`src/rtl/axi_lite_pkg.sv`:
```
`default_nettype none
// ============================================================================
//  Module   : axi_lite_pkg
//  Brief    : Shared types and constants for the AXI4-Lite master arbiter:
//             sequencer state encoding and AXI response codes.
//  Revision : 1.0 - initial release
// ============================================================================
package axi_lite_pkg;

  // Sequencer states; one AXI4-Lite transaction is in flight outside IDLE
  typedef enum logic [2:0] {
    IDLE    = 3'd0,
    RD_ADDR = 3'd1,
    RD_DATA = 3'd2,
    WR_REQ  = 3'd3,
    WR_RESP = 3'd4
  } state_t;

  localparam logic [1:0] C_RESP_OKAY   = 2'b00;
  localparam logic [1:0] C_RESP_EXOKAY = 2'b01;
  localparam logic [1:0] C_RESP_SLVERR = 2'b10;
  localparam logic [1:0] C_RESP_DECERR = 2'b11;

  // Anything other than OKAY is reported as an error; exclusive access has
  // no meaning on AXI4-Lite so EXOKAY is treated as a failure too.
  function automatic logic resp_is_err(input logic [1:0] resp);
    logic r;
    case (resp)
      C_RESP_OKAY:   r = 1'b0;
      C_RESP_EXOKAY: r = 1'b1;
      C_RESP_SLVERR: r = 1'b1;
      C_RESP_DECERR: r = 1'b1;
      default:       r = 1'b1;
    endcase
    return r;
  endfunction

  // One-hot completion vector for a requester id
  function automatic logic [1:0] id_to_onehot(input logic id);
    return id ? 2'b10 : 2'b01;
  endfunction

endpackage
`default_nettype wire

```
`src/rtl/rr_arb2.sv`:
```
`default_nettype none
// ============================================================================
//  Module   : rr_arb2
//  Brief    : Two-input round-robin arbiter. Purely combinational; the
//             last-grant history is held by the parent.
//  Revision : 1.0 - initial release
// ============================================================================
module rr_arb2 (
  input  logic [1:0] eligible,
  input  logic       last_grant,
  output logic       grant_valid,
  output logic       grant_id
);

  // On contention the requester that was not served last wins; otherwise
  // the single eligible requester is chosen.
  always_comb begin
    grant_valid = |eligible;
    grant_id    = 1'b0;
    if (&eligible) begin
      grant_id = ~last_grant;
    end else begin
      grant_id = eligible[1];
    end
  end

endmodule
`default_nettype wire

```
`src/rtl/axi_lite_master_arbiter.sv`:
```
`default_nettype none
// ============================================================================
//  Module   : axi_lite_master_arbiter
//  Brief    : Shares one AXI4-Lite slave between two req/done requesters.
//             Round-robin arbitration, then exactly one read or write
//             transaction at a time on the master-side channels.
//  Revision : 1.0 - initial release
// ============================================================================
module axi_lite_master_arbiter
  import axi_lite_pkg::*;
#(
  parameter int ADDR_W = 32,
  parameter int DATA_W = 32
) (
  input  logic                clk,
  input  logic                rst_n,
  // requester side
  input  logic [1:0]          req,
  input  logic [1:0]          we,
  input  logic [ADDR_W-1:0]   addr0,
  input  logic [ADDR_W-1:0]   addr1,
  input  logic [DATA_W-1:0]   wdata0,
  input  logic [DATA_W-1:0]   wdata1,
  output logic [1:0]          done,
  output logic [DATA_W-1:0]   rdata,
  output logic                err,
  output logic                busy,
  // AXI4-Lite write address channel
  output logic                AWVALID,
  input  logic                AWREADY,
  output logic [ADDR_W-1:0]   AWADDR,
  // AXI4-Lite write data channel
  output logic                WVALID,
  input  logic                WREADY,
  output logic [DATA_W-1:0]   WDATA,
  output logic [DATA_W/8-1:0] WSTRB,
  // AXI4-Lite write response channel
  input  logic                BVALID,
  output logic                BREADY,
  input  logic [1:0]          BRESP,
  // AXI4-Lite read address channel
  output logic                ARVALID,
  input  logic                ARREADY,
  output logic [ADDR_W-1:0]   ARADDR,
  // AXI4-Lite read data channel
  input  logic                RVALID,
  output logic                RREADY,
  input  logic [DATA_W-1:0]   RDATA,
  input  logic [1:0]          RRESP
);

  state_t              r_state;
  logic                r_grant_id;
  logic                r_last_grant;
  logic [ADDR_W-1:0]   r_addr;
  logic [DATA_W-1:0]   r_wdata;
  logic [1:0]          r_done;
  logic [DATA_W-1:0]   r_rdata;
  logic                r_err;
  logic                r_arvalid;
  logic                r_rready;
  logic                r_awvalid;
  logic                r_wvalid;
  logic                r_bready;
  logic                r_aw_ok;
  logic                r_w_ok;

  logic [1:0]          w_eligible;
  logic                w_grant_valid;
  logic                w_grant_id;
  logic                w_aw_hs;
  logic                w_w_hs;
  logic                w_aw_complete;
  logic                w_w_complete;

  // A requester being acknowledged this cycle is still holding req; mask it
  // so it cannot be re-granted on the strength of a stale request.
  assign w_eligible = req & ~r_done;

  rr_arb2 u_rr_arb2 (
    .eligible    (w_eligible),
    .last_grant  (r_last_grant),
    .grant_valid (w_grant_valid),
    .grant_id    (w_grant_id)
  );

  assign w_aw_hs       = r_awvalid & AWREADY;
  assign w_w_hs        = r_wvalid & WREADY;
  assign w_aw_complete = r_aw_ok | w_aw_hs;
  assign w_w_complete  = r_w_ok | w_w_hs;

  assign done    = r_done;
  assign rdata   = r_rdata;
  assign err     = r_err;
  assign busy    = (r_state != IDLE);
  assign AWVALID = r_awvalid;
  assign AWADDR  = r_addr;
  assign WVALID  = r_wvalid;
  assign WDATA   = r_wdata;
  assign WSTRB   = {(DATA_W/8){1'b1}};
  assign BREADY  = r_bready;
  assign ARVALID = r_arvalid;
  assign ARADDR  = r_addr;
  assign RREADY  = r_rready;

  // Transaction sequencer: grant, drive one AXI transaction, pulse done
  always_ff @(posedge clk or negedge rst_n) begin
    if (!rst_n) begin
      r_state      <= IDLE;
      r_grant_id   <= 1'b0;
      r_last_grant <= 1'b1;
      r_addr       <= '0;
      r_wdata      <= '0;
      r_done       <= 2'b00;
      r_rdata      <= '0;
      r_err        <= 1'b0;
      r_arvalid    <= 1'b0;
      r_rready     <= 1'b0;
      r_awvalid    <= 1'b0;
      r_wvalid     <= 1'b0;
      r_bready     <= 1'b0;
      r_aw_ok      <= 1'b0;
      r_w_ok       <= 1'b0;
    end else begin
      r_done <= 2'b00;
      case (r_state)
        IDLE: begin
          if (w_grant_valid) begin
            r_grant_id   <= w_grant_id;
            r_last_grant <= w_grant_id;
            r_addr       <= w_grant_id ? addr1 : addr0;
            r_wdata      <= w_grant_id ? wdata1 : wdata0;
            if (we[w_grant_id]) begin
              r_state   <= WR_REQ;
              r_awvalid <= 1'b1;
              r_wvalid  <= 1'b1;
              r_aw_ok   <= 1'b0;
              r_w_ok    <= 1'b0;
            end else begin
              r_state   <= RD_ADDR;
              r_arvalid <= 1'b1;
            end
          end
        end

        RD_ADDR: begin
          if (r_arvalid && ARREADY) begin
            r_arvalid <= 1'b0;
            r_rready  <= 1'b1;
            r_state   <= RD_DATA;
          end
        end

        RD_DATA: begin
          if (r_rready && RVALID) begin
            r_rready <= 1'b0;
            r_rdata  <= RDATA;
            r_err    <= resp_is_err(RRESP);
            r_done   <= id_to_onehot(r_grant_id);
            r_state  <= IDLE;
          end
        end

        WR_REQ: begin
          // AW and W complete independently, in any order or together
          if (w_aw_hs) begin
            r_awvalid <= 1'b0;
            r_aw_ok   <= 1'b1;
          end
          if (w_w_hs) begin
            r_wvalid <= 1'b0;
            r_w_ok   <= 1'b1;
          end
          if (w_aw_complete && w_w_complete) begin
            r_aw_ok  <= 1'b0;
            r_w_ok   <= 1'b0;
            r_bready <= 1'b1;
            r_state  <= WR_RESP;
          end
        end

        WR_RESP: begin
          if (r_bready && BVALID) begin
            r_bready <= 1'b0;
            r_err    <= resp_is_err(BRESP);
            r_done   <= id_to_onehot(r_grant_id);
            r_state  <= IDLE;
          end
        end

        default: begin
          r_state <= IDLE;
        end
      endcase
    end
  end

endmodule
`default_nettype wire

```
`config.mk`:
```
export PLATFORM = sky130hd
export DESIGN_NAME = axi_lite_master_arbiter
export DESIGN_NICKNAME = d
export VERILOG_FILES = /design/src/rtl/axi_lite_pkg.sv /design/src/rtl/rr_arb2.sv /design/src/rtl/axi_lite_master_arbiter.sv
export SDC_FILE = /design/constraint.sdc
export NUM_CORES = 1
export LEC_CHECK = 0
export BUFFER_PORTS_ARGS = -buffer_cell sky130_fd_sc_hd__buf_2
export CAP_MARGIN = 10
export CORE_AREA = 5 5 121 123
export CTS_CLUSTER_DIAMETER = 80
export DETAILED_ROUTE_END_ITERATION = 10
export DIE_AREA = 0 0 126 128
export PLACE_DENSITY_LB_ADDON = 0.08
export SYNTH_ARGS = -nofsm -noshare
export SYNTH_HDL_FRONTEND = slang
export SYNTH_SLANG_ARGS = --single-unit
```
`constraint.sdc`:
```
create_clock -name clk -period 4.17 [get_ports clk]
set_input_delay 1.0425 -clock clk [delete_from_list [all_inputs] [get_ports clk]]
set_output_delay 1.0425 -clock clk [all_outputs]
set_load 0.05 [all_outputs]
```
* Word level (Yosys, flattened, before mapping)
Index checks and enable logic that the tools add are counted.
** Storage, ports and cells
- Logic and storage cells :: 117
- Flip-flop bits (word level) :: 111
** Operators by class
- Eq/ne operators :: 21
- Bitwise gates (word level) :: 7
- Magnitude comparators :: 1
- Mux-type cells :: 45
- Reduce and logical (&&, ||, !) cells :: 28
** Operator list (number)
- 2-to-1 mux 32 bit :: 2
- 2-to-1 mux 1 bit :: 22
- case mux 1 bit (2 select lines) :: 10
- AND reduction 4 bit :: 5
- != test 2 bit (second input constant) :: 8
- 2-to-1 mux 3 bit :: 5
- case mux 3 bit (5 select lines) :: 1
- nonzero test 2 bit :: 5
- AND reduction 3 bit :: 3
- equality test 2 bit (second input constant) :: 4
- 2-to-1 mux 2 bit :: 4
- equality test 3 x 2 -> 1 bit (second input constant) :: 2
- != test 3 bit (second input constant) :: 2
- AND reduction 2 bit :: 3
- OR reduction 3 bit :: 2
- AND reduction 5 bit :: 1
- equality test 2 x 1 -> 1 bit (second input constant) :: 2
- logical AND 1 bit :: 4
- logical NOT 2 bit :: 2
- case mux 2 bit (2 select lines) :: 1
- equality test 3 x 1 -> 1 bit (second input constant) :: 1
- equality test 3 bit (second input constant) :: 1
- logical NOT 3 bit :: 1
- nonzero test 3 bit :: 1
- 8 further kinds :: 10

* Depth between registers and ports, before layout
- Depth after elaboration :: 9
- Mapped depth :: 7
- Mapped depth without buffers :: 4

* Hierarchy
Synthesis repeated with hierarchy kept, for this count alone.
** Unflattened totals
- Cell total of the unflattened synthesis :: 466
- Area, all modules :: 5138.7 um2
** Modules (own cells, without submodules)
- axi_lite_master_arbiter :: cells an instance 464, area an instance 5124.9 um2, seq. area each 2778.9 um2, times used 1
- rr_arb2 :: cells an instance 2, area an instance 13.8 um2, seq. area each 0.0 um2, times used 1

* Worst setup path after synthesis
No wires, ideal clock.
- Path kind :: in2reg
- Start point :: in req[1]
- End point :: reg r_addr[10], in the netlist ARADDR[10]
- Stages on the path :: 6
- Data arrival time :: 1978 ps
- Path slack :: 2068 ps
- Cell sequence :: and2b_1 > nand2_1 > buf_4 > buf_4 > mux2i_1 > o21ai_1
** On the way
- Longest elaborated chain between the ends :: 4
- Elaborated cells between the ends (all ways) :: 6
** Ends and longest elaborated chain
- from (decl) :: RTL line axi_lite_master_arbiter.sv:18 : input logic [1:0] req,
- AND 2 bit (*) :: RTL line axi_lite_master_arbiter.sv:78 : assign w_eligible = req & ~r_done;
- AND reduction 2 bit :: RTL line rr_arb2.sv:20 : if (&eligible) begin
- 2-to-1 mux 1 bit :: RTL line rr_arb2.sv:20
- 2-to-1 mux 32 bit :: RTL line axi_lite_master_arbiter.sv:131 : r_addr <= w_grant_id ? addr1 : addr0;
- to (signal assigned) :: RTL line axi_lite_master_arbiter.sv:131
- to (decl) :: RTL line axi_lite_master_arbiter.sv:55 : logic [ADDR_W-1:0] r_addr;
Every way passes the cells marked *; elsewhere a longest branch is shown, timed or not.
A chain may end at the register's enable or synchronous reset.

* Final worst setup path
- Start point :: reg r_state[0]
- End point :: out busy
** On the way
- Longest elaborated chain between the ends :: 1
** Ends and longest elaborated chain
- from (decl) :: RTL line axi_lite_master_arbiter.sv:52 : state_t r_state;
- from (signal assigned) :: RTL line axi_lite_master_arbiter.sv:109 : r_state <= IDLE;
- from (signal assigned) :: RTL line axi_lite_master_arbiter.sv:134 : r_state <= WR_REQ;
- from (signal assigned) :: RTL line axi_lite_master_arbiter.sv:140 : r_state <= RD_ADDR;
- nonzero test 3 bit :: RTL line axi_lite_master_arbiter.sv:95 : assign busy = (r_state != IDLE);
- to (decl) :: RTL line axi_lite_master_arbiter.sv:27 : output logic busy,
No other way between the ends.

==> impl_metrics.yaml <==
timing:
  timing.final.crit_share_pct: 61.1
  worst_slew_pin_slew_ns: 1.03
  period_minus_slack_ns: 2.55
  setup_tns_ns: 0
  maxSlewHeadroom_pct: 31.0
  rsz0062_at_grt: "no"
  fmax_ghz: 0.393
  finalMaxSlewViolations: 0
  hold_viol_final: 0
  finalSetupViolCount: 0
  fin_worst_skew_ns: 0.0108
worst_setup_path:
  start_kind: "register"
  reg2reg_depth: 4
  crit_type: "register to output pin"
  cp.arrival_ns: 1.50
  worstPathMaxFanout: 14
  r2r_end: "err"
  worstPathRequired_ns: 3.13
  reg2reg_slack_ns: 1.69
  crit_end: "busy"
  r2r_start: "r_state[2]"
  cp-startpoint: "r_state[0]"
  cp-end-kind: "output pin"
synth:
  synth_top_area_cell: "dfrtp_1"
  ys_warn_count: 0
  seq_area_frac_synth_pct: 53.2
  synth.ff_latch_count: 111
  yosysTopAreaCellShare_pct: 52.7
  syn_inst: 467
  ys_types: 38
  synth_area_um2: 5220
  synth_area_leaders: "dfrtp_1 53%, mux2i_1 12%, mux2_2 7.1%, o21ai_1 5.7%, buf_4 5.6%"
  syn_area_per_cell_um2: 11.2
clock_tree:
  clock_sinks: 111
  cts_buffer_depth: 2
  htree_num_levels: 3
  cts_hold_buf: 0
  insertion_delay_ns: 0.35
  clkTransAtPathRegs_ns: 0.07
  cts_resized: 0
  cts_setup_buffers: 0
  numCtsBuffers: 9
  cts_tree: "done"
  cts-root-buf: "clkbuf_16"
job:
  drv_cap: 0
floorplan:
  start_util_pct: 38.5
  io_pins: 316
  die_x_um: 126
  die_area_um2: 16100
  fp.coreArea_um2: 13600
  rows: 43
  die_y_um: 128
global_routing:
  grt_max_degree: 78
  grt-ovfl-total: 0
  first_global_vias: 4459
  grt_pass1_wl_um: 22700
  grtUsageTotal_pct: 17.6
  grt_antenna_before_repair: 0
min_path:
  min_path_type: "register to register"
  hold_depth: 1
detailed_routing:
  vias: 4302
  drt_iter0_drc: 197
  ant_nets: 0
  wl_per_cell_um: 15.7
  dr.pass1.iters: 4
  viasPerCell: 4.69
  drc_errors: 0
  wirelength_um: 14400
finish:
  layout-drive-gt1-share_pct: 50.3
  area_growth_pct: 32.8
  layout_common_cells: "310 x buf_2, 110 x dfrtp_1, 74 x nand2_1"
  antenna_cells: 0
  design_area_um2: 6940
  nFillCells: 1313
  stdcell_count: 918
  nets: 909
  final_common_cell: "buf_2"
pwr:
  vdd_drop_max_v: 0.000465
  p_int_mw: 3.07
  p_switching_mw: 3.78
  power.density_nw_per_um2: 988
  p_leak_nw: 3.91
  switching_share_pct: 55.2
  p_clk_share_pct: 13.4
  combPwrFrac_pct: 58.7
  p_seq_share_pct: 27.9
placement:
  portBuffers: 311
  dpl_cell_area_um2: 6610
  hpwl_um: 11400
  gp_congestion: 0.825
  dp_cells: 903
run_status:
  outcome: "finished clean"
-- kinds of logic (layout without fill, tap and decap cells) --
family	Yosys count	count (layout)	share of synthesized area (%)
AO/OA/AOI/OAI	92	92	9.82
buffers and inverters	63	331	8.86
flip-flops	111	111	53.2
multiplexers	97	97	19.4
other	1	4	0.0718
AND/OR/NAND/NOR	103	103	8.67
-- synth_stat cells --
cell       count
dfrtp_1      110
nand2_1       75
mux2i_1       64
o21ai_1       60
buf_4         39
mux2_2        33
o21ai_0       12
buf_2         10
buf_6          8
nor2_1         8
a21oi_1        7
clkbuf_2       6
nand3_1        4
a2bb2oi_1      2
and2_1         2
and2b_1        2
nand2b_1       2
nor2b_1        2
nor3_1         2
a21o_1         1
a221oi_1       1
a22o_1         1
a31oi_1        1
a32oi_1        1
and3b_1        1
conb_1         1
dfstp_2        1
nand3b_1       1
nand4b_2       1
nor3b_1        1
o211ai_1       1
o21a_1         1
o21ba_2        1
o21bai_4       1
o31ai_1        1
o41ai_1        1
or3_4          1
or3b_2         1
-- worst min-delay path by stage --
stage	end	from	slack, ns
4_1_cts	done[0]	r_grant_id	0.45
5_1_grt	done[0]	r_grant_id	0.46
2_1_floorplan	done[0]	r_grant_id	0.42
3_5_place_dp	done[0]	r_grant_id	0.44
6_report	done[0]	r_grant_id	0.45
3_3_place_gp	done[0]	r_grant_id	0.45
-- registers in the layout, summed over array words and instances (netlist names), 2 cells and up --
| register | flops |
|---|---|
| ARADDR | 32 |
| WDATA | 32 |
| done | 2 |
| r_state | 3 |
| rdata | 32 |
-- through the flow --
step / hold slack, ns / power (mW) / setup WS [ns] / utilization [%]
final: 0.447 / 6.85 / 1.62 / 51.2
after global routing: 0.462 / 7.25 / 1.50 / 51.2
after CTS: 0.451 / 6.94 / 1.59 / 51.2
after detailed placement: 0.440 / 6.00 / 1.27 / 48.8
after global placement: 0.449 / 5.96 / 1.32 / 48.8
after floorplan: 0.418 / 5.26 / 2.07 / -
-- power groups by stage --
stage	Sequential, mW	Clock, mW	Combinational [mW]
finish	1.91	0.921	4.02
floorplan	3.52	0	1.74
global route	1.99	0.998	4.26
detailed placement	1.94	0	4.07
CTS	1.92	0.954	4.07
global placement	1.91	0	4.05
-- critical path: stages (launching register included) --
cell and delay, ns:
dfrtp_1 0.52, or3_4 0.42, buf_2 0.23
-- routing by layer --
metal  up-vias  GRT usage (%)  part of all wire [%]  wire length, um
met2       205           30.1                    49             7110
met3        29           6.50                    10             1460
li1       2098              -                     -                -
met1      1970           20.2                    38             5500
met4         0           6.44                   2.4              343
met5         -              0                     0                0
-- final cells by class --
class	instances	area (um2)	share of cell area, %
multi-input combinational	296	2000	28.8
timing repair buffer	316	1610	23.2
tap	180	225	3.25
clock buffer	10	239	3.45
sequential	111	2780	40.1
clock inverter	5	82.6	1.19
Note: power is estimated with default switching activity, not from simulation.
